===== config.mk =====
export PLATFORM = sky130hd
export DESIGN_NAME = pipe_stage_reg
export DESIGN_NICKNAME = d
export VERILOG_FILES = /design/src/rtl/pipe_pkg.sv /design/src/rtl/pipe_skid_buf.sv /design/src/rtl/pipe_stage_reg.sv
export SDC_FILE = /design/constraint.sdc
export NUM_CORES = 1
export LEC_CHECK = 0
export CORE_ASPECT_RATIO = 1.4
export CORE_MARGIN = 3
export CORE_UTILIZATION = 41
export CTS_CLUSTER_SIZE = 24
export DETAILED_ROUTE_END_ITERATION = 6
export PLACE_DENSITY = 0.86
export SYNTH_ARGS = -nofsm -noshare
export SYNTH_HDL_FRONTEND = slang
export SYNTH_HIERARCHICAL = 1
export SYNTH_SLANG_ARGS = --single-unit

===== constraint.sdc =====
create_clock -name clk_i -period 2.2 [get_ports clk_i]
set_clock_uncertainty 0.05 [all_clocks]
set_input_delay 0.66 -clock clk_i [delete_from_list [all_inputs] [get_ports clk_i]]
set_output_delay 0.66 -clock clk_i [all_outputs]
set_load 0.05 [all_outputs]

===== src/rtl/pipe_pkg.sv =====
// pipe_pkg: shared definitions for the inter-stage pipeline registers.
// Holds the control-bundle bit map, default bundle widths per stage and
// the skid-buffer FSM encoding used when PIPE_SKID_BUFFER_EN is defined.
package pipe_pkg;

  // Generic defaults for a pipe_stage_reg instance
  localparam int DATA_W_DEF      = 96;
  localparam int CTRL_W_DEF      = 16;
  localparam int STALL_CNT_W_DEF = 16;

  // Per-stage bundle widths
  localparam int IF_ID_DATA_W  = 64;  // pc + instruction
  localparam int IF_ID_CTRL_W  = 4;
  localparam int ID_EX_DATA_W  = 128; // pc, rs1, rs2, imm
  localparam int ID_EX_CTRL_W  = 16;
  localparam int EX_MEM_DATA_W = 96;  // alu result, store data, pc
  localparam int EX_MEM_CTRL_W = 8;
  localparam int MEM_WB_DATA_W = 64;  // writeback value, pc
  localparam int MEM_WB_CTRL_W = 4;

  // Control-bundle bit positions; an all-zero bundle is a bubble
  localparam int REG_WRITE_BIT = 0;
  localparam int MEM_READ_BIT  = 1;
  localparam int MEM_WRITE_BIT = 2;
  localparam int BRANCH_BIT    = 3;
  localparam int JUMP_BIT      = 4;
  localparam int ALU_OP_LSB    = 5;
  localparam int ALU_OP_MSB    = 8;

  // Skid-buffer occupancy states
  typedef enum logic [1:0] {
    EMPTY = 2'd0,
    FULL  = 2'd1,
    SKID  = 2'd2
  } skid_state_e;

endpackage


===== src/rtl/pipe_skid_buf.sv =====
// pipe_skid_buf: 2-entry storage (output entry + skid entry) with an
// occupancy FSM. in_ready_o comes straight from a flop so the upstream
// stage never sees a combinational path from out_ready_i.
// Used by pipe_stage_reg only when PIPE_SKID_BUFFER_EN is defined.
module pipe_skid_buf
  import pipe_pkg::*;
#(
  parameter int DATA_W = DATA_W_DEF,
  parameter int CTRL_W = CTRL_W_DEF
) (
  input  logic              clk_i,
  input  logic              reset_i,
  input  logic              flush_i,
  input  logic              in_valid_i,
  output logic              in_ready_o,
  input  logic [DATA_W-1:0] in_data_i,
  input  logic [CTRL_W-1:0] in_ctrl_i,
  output logic              out_valid_o,
  input  logic              out_ready_i,
  output logic [DATA_W-1:0] out_data_o,
  output logic [CTRL_W-1:0] out_ctrl_o
);

  skid_state_e       state_reg, state_next;
  logic              ready_reg, ready_next;
  logic [DATA_W-1:0] out_data_reg, skid_data_reg;
  logic [CTRL_W-1:0] out_ctrl_reg, skid_ctrl_reg;
  logic              accept, emit;
  logic              load_out, load_skid, move_skid;

  assign accept = in_valid_i & ready_reg;
  assign emit   = (state_reg != EMPTY) & out_ready_i;

  // State register plus the registered ready flag
  always_ff @(posedge clk_i or negedge reset_i) begin
    if (!reset_i) begin
      state_reg <= EMPTY;
      ready_reg <= 1'b1;
    end else begin
      state_reg <= state_next;
      ready_reg <= ready_next;
    end
  end

  // Next-state logic; flush always returns to EMPTY
  always_comb begin
    state_next = state_reg;
    if (flush_i) begin
      state_next = EMPTY;
    end else begin
      case (state_reg)
        EMPTY:   if (accept) state_next = FULL;
        FULL: begin
          if (accept && !emit)      state_next = SKID;
          else if (!accept && emit) state_next = EMPTY;
        end
        SKID:    if (emit) state_next = FULL;
        default: state_next = EMPTY;
      endcase
    end
  end

  // Output / datapath-control decode
  always_comb begin
    ready_next  = (state_next != SKID);
    out_valid_o = (state_reg != EMPTY);
    load_out    = !flush_i && accept &&
                  ((state_reg == EMPTY) || ((state_reg == FULL) && emit));
    load_skid   = !flush_i && accept && (state_reg == FULL) && !emit;
    move_skid   = !flush_i && emit && (state_reg == SKID);
  end

  // Entry storage; data is kept across flush, control bundles are cleared
  always_ff @(posedge clk_i or negedge reset_i) begin
    if (!reset_i) begin
      out_data_reg  <= '0;
      out_ctrl_reg  <= '0;
      skid_data_reg <= '0;
      skid_ctrl_reg <= '0;
    end else if (flush_i) begin
      out_ctrl_reg  <= '0;
      skid_ctrl_reg <= '0;
    end else begin
      if (load_out) begin
        out_data_reg <= in_data_i;
        out_ctrl_reg <= in_ctrl_i;
      end else if (move_skid) begin
        out_data_reg <= skid_data_reg;
        out_ctrl_reg <= skid_ctrl_reg;
      end
      if (load_skid) begin
        skid_data_reg <= in_data_i;
        skid_ctrl_reg <= in_ctrl_i;
      end
    end
  end

  assign in_ready_o = ready_reg;
  assign out_data_o = out_data_reg;
  assign out_ctrl_o = out_ctrl_reg;

endmodule


===== src/rtl/pipe_stage_reg.sv =====
// pipe_stage_reg: parametrised inter-stage register with valid/ready
// handshake, synchronous flush (control bundle zeroed -> bubble) and a
// saturating stall counter for performance debug.
// Build option PIPE_SKID_BUFFER_EN selects a 2-entry skid buffer with a
// registered in_ready_o; otherwise a single entry with combinational ready.
module pipe_stage_reg
  import pipe_pkg::*;
#(
  parameter int DATA_W      = DATA_W_DEF,
  parameter int CTRL_W      = CTRL_W_DEF,
  parameter int STALL_CNT_W = STALL_CNT_W_DEF
) (
  input  logic                   clk_i,
  input  logic                   reset_i,
  input  logic                   flush_i,
  input  logic                   in_valid_i,
  output logic                   in_ready_o,
  input  logic [DATA_W-1:0]      in_data_i,
  input  logic [CTRL_W-1:0]      in_ctrl_i,
  output logic                   out_valid_o,
  input  logic                   out_ready_i,
  output logic [DATA_W-1:0]      out_data_o,
  output logic [CTRL_W-1:0]      out_ctrl_o,
  output logic [STALL_CNT_W-1:0] stall_cnt_o
);

  logic                   stage_valid;
  logic [DATA_W-1:0]      stage_data;
  logic [CTRL_W-1:0]      stage_ctrl;
  logic [STALL_CNT_W-1:0] stall_cnt_reg, stall_cnt_next;

`ifdef PIPE_SKID_BUFFER_EN
  pipe_skid_buf #(
    .DATA_W (DATA_W),
    .CTRL_W (CTRL_W)
  ) u_skid (
    .clk_i       (clk_i),
    .reset_i     (reset_i),
    .flush_i     (flush_i),
    .in_valid_i  (in_valid_i),
    .in_ready_o  (in_ready_o),
    .in_data_i   (in_data_i),
    .in_ctrl_i   (in_ctrl_i),
    .out_valid_o (stage_valid),
    .out_ready_i (out_ready_i),
    .out_data_o  (stage_data),
    .out_ctrl_o  (stage_ctrl)
  );
`else
  logic              valid_reg;
  logic [DATA_W-1:0] data_reg;
  logic [CTRL_W-1:0] ctrl_reg;

  // Single entry can take a new beat whenever it is empty or draining
  assign in_ready_o = !valid_reg | out_ready_i;

  // Entry register: flush beats accept, accept beats emit
  always_ff @(posedge clk_i or negedge reset_i) begin
    if (!reset_i) begin
      valid_reg <= 1'b0;
      data_reg  <= '0;
      ctrl_reg  <= '0;
    end else if (flush_i) begin
      valid_reg <= 1'b0;
      ctrl_reg  <= '0;
    end else if (in_valid_i && in_ready_o) begin
      valid_reg <= 1'b1;
      data_reg  <= in_data_i;
      ctrl_reg  <= in_ctrl_i;
    end else if (valid_reg && out_ready_i) begin
      valid_reg <= 1'b0;
      ctrl_reg  <= '0;
    end
  end

  assign stage_valid = valid_reg;
  assign stage_data  = data_reg;
  assign stage_ctrl  = ctrl_reg;
`endif

  // Stall counter increments on back-pressured edges and sticks at all-ones
  always_comb begin
    stall_cnt_next = stall_cnt_reg;
    if (stage_valid && !out_ready_i && !(&stall_cnt_reg))
      stall_cnt_next = stall_cnt_reg + STALL_CNT_W'(1);
  end

  // Stall counter register; cleared only by reset, not by flush
  always_ff @(posedge clk_i or negedge reset_i) begin
    if (!reset_i) stall_cnt_reg <= '0;
    else          stall_cnt_reg <= stall_cnt_next;
  end

  // Downstream sees an all-zero control bundle whenever no beat is valid
  assign out_valid_o = stage_valid;
  assign out_data_o  = stage_data;
  assign out_ctrl_o  = stage_valid ? stage_ctrl : '0;
  assign stall_cnt_o = stall_cnt_reg;

endmodule


==> flow_metrics.env <==
export IMPL_period_share_pct=95.8
export IMPL_final_fill_count=839
export IMPL_wl_um=13800
export IMPL_synth_seq_cells=129
export IMPL_power_density_nw_per_um2=1000
export IMPL_cp_end_kind="output pin"
export IMPL_grt_pass1_wl_um=22200
export IMPL_ys_types=33
export IMPL_cts_sinks=129
export IMPL_met1_usage_pct=23.1
export IMPL_synth_nets=462
export IMPL_drc=0
export IMPL_dp_slack_ns=-0.347
export IMPL_grt_setup_unrepaired="false"
export IMPL_avgSynthCellArea_sq_um=14.8
export IMPL_drt_pass1_iter_count=4
export IMPL_cp_arrival_ns=1.40
export IMPL_vias=3868
export IMPL_clk_pin_slew_ns=0.06
export IMPL_grt_pass1_vias=4144
export IMPL_synth_edff_count=0
export IMPL_met2_usage_pct=35.4
export IMPL_track_usage_pct=20.5
export IMPL_worst_slack_ns=0.0921
export IMPL_die_w_um=100
export IMPL_synth_most_common_cell="dfrtp_1"
export IMPL_viasPerCell=4.97
export IMPL_critPathMaxFanout=14
export IMPL_io_buffer_count=246
export IMPL_cts_root_buf="clkbuf_16"
export IMPL_met3_usage_pct=7.36
export IMPL_synth_area_leader_cell="dfrtp_1"
export IMPL_synth_commonest_cells="dfrtp_1 (129), mux2_2 (98), a22o_1 (16), and2_1 (16), buf_2 (11)"
export IMPL_dieArea_sq_um=13800
export IMPL_drv_slew=0
export IMPL_busiest_layer="met2"
export IMPL_critical_path_class="reg2out"
export IMPL_synth_warnings=6
export IMPL_diodes=0
export IMPL_dp_hpwl_um=10700
export IMPL_min_path_type="in2async"
export IMPL_io_pins=247
export IMPL_status="finished, final reports clean"
export IMPL_hold_viol=0
export IMPL_async_flop_share_pct=100
export IMPL_drive_gt1_share_pct=43.5
export IMPL_yosysSeqAreaShare_pct=63.3
export IMPL_syn_to_final_growth_pct=65.6
export IMPL_clock_fmax_mhz=474
export IMPL_synth_ff_type="dfrtp_1"
export IMPL_final_antenna_net_count=0
export IMPL_core_area_sq_um=12000
export IMPL_tightest_slew_ns=0.776
export IMPL_finalSetupViolations=0
export IMPL_relSlewSlack_pct=48.3
export IMPL_grt_antenna_before_repair=0
export IMPL_max_vdd_ir_drop_mv=0.739
export IMPL_fp_dieH_um=138
export IMPL_grt_overflow_total=0
export IMPL_avgRoutedWirePerCell_um=17.7
export IMPL_start_util_pct=42.5
export IMPL_postCtsHoldBufs=0
export IMPL_clk_path_buf_depth=2
export IMPL_fin_nets=737
export IMPL_synthCells=344
export IMPL_numCtsBuffers=17
export IMPL_netlist_area_sq_um=5100
export IMPL_num_rows=47
export IMPL_finalCriticalPeriod_ns=2.11
export IMPL_maxCapViolations=0
export IMPL_stdcell_count=779
export IMPL_start_kind="flip-flop"
export IMPL_grt_max_degree=36
export IMPL_fin_util_pct=70.4
export IMPL_leakage_uw=0.00377
export IMPL_dp_cells=746
export IMPL_clock_latency_ns=0.40
export IMPL_yosys_area_top_type_share_pct=63.3
export IMPL_largest_reg_flops=96
export IMPL_cts_tree="built"
export IMPL_cts_max_level=4
export IMPL_yosys_top_cells_area="dfrtp_1 (63%), mux2_2 (22%), a22o_1 (2.7%), and2_1 (2.0%), buf_2 (1.1%)"
export IMPL_worstPathRequired_ns=1.49
export IMPL_drt_iter0_markers=58
export IMPL_gp_congestion=0.799
[worst paths after layout]
kind	from	depth (start not counted)	slack (ns)	to
setup / recovery	out_valid_o	3	0.09	out_ctrl_o[5]
hold / removal	reset_i	1	0.13	out_data_o[8]
setup reg to reg	out_valid_o	6	0.25	ctrl_reg[9]
hold reg to reg	ctrl_reg[3]	1	0.44	ctrl_reg[3]
max in group asynchronous	reset_i	2	1.34	out_data_o[28]
min in group clk_i	ctrl_reg[3]	1	0.44	ctrl_reg[3]
[through the flow]
| stage | hold WS (ns) | power [uW] | instance area (sq um) | setup TNS [ns] |
|---|---|---|---|---|
| floorplan | 0.314 | 4740 | 5110 | 0 |
| global placement | 0.425 | 5800 | 7900 | -32.98 |
| detailed placement | 0.429 | 5870 | 7900 | -33.62 |
| CTS | 0.130 | 8570 | 8450 | 0 |
| global route | 0.147 | 8820 | 8450 | 0 |
| finish | 0.134 | 8470 | 8450 | 0 |
[cell type report]
| type | count | area, sq um | share of cell area (%) |
|---|---|---|---|
| multi-input combinational | 196 | 1800 | 21.3 |
| tap | 147 | 184 | 2.18 |
| timing repair buffer | 271 | 2640 | 31.2 |
| clock inverter | 13 | 135 | 1.60 |
| clock buffer | 19 | 443 | 5.24 |
| inverter | 4 | 17.5 | 0.207 |
| sequential | 129 | 3230 | 38.2 |
[power by group]
group	total, uW	switching (uW)	internal (uW)
sequential	2990	239	2750
combinational	2770	1780	993
clock	2710	1020	1700
[cells by family (layout without fill, tap and decap cells)]
family | Yosys count | count (layout) | synth area share (%)
adder cells (fa/ha/maj) | 1 | 1 | 0.245
XOR/XNOR | 8 | 8 | 1.37
buffers and inverters | 19 | 307 | 1.67
multiplexers | 99 | 99 | 21.8
flip-flops | 129 | 129 | 63.3
AND/OR/NAND/NOR | 58 | 58 | 7.16
AO/OA/AOI/OAI | 30 | 30 | 4.46
[per-layer routing]
layer | vias up | wire length [um]
met4 | 0 | 341
met2 | 168 | 7280
met1 | 1888 | 4970
met3 | 24 | 1230
li1 | 1788 | -
met5 | - | 0
[placed cells by master (no fill, tap or decap), types with 3 or more instances in the layout]
cell type,synthesis,layout
clkdlybuf4s50_1,0,114
nand3_1,6,6
nor3_1,3,3
nor2_1,8,8
a22o_1,16,16
clkinv_2,0,5
buf_4,0,109
xnor2_1,3,3
a31oi_1,4,4
buf_12,0,23
mux2_2,98,98
nor3_2,3,3
clkbuf_16,0,17
inv_1,3,3
nand2_1,8,8
dfrtp_1,129,127
dlygate4sd2_1,0,25
xor2_1,5,5
a21oi_1,4,3
and2_1,16,16
[worst max-delay path, cell delays in order, from the launching register on]
cell	delay [ns]
dfrtp_2	0.44
buf_4	0.20
and2_1	0.21
buf_12	0.15
[timing repair]
item,4_1_cts,5_1_grt
setup buffers,2,0
gates resized for setup,25,0
endpoints found under the setup margin,25,0
Note: power is estimated with default switching activity, not from simulation.
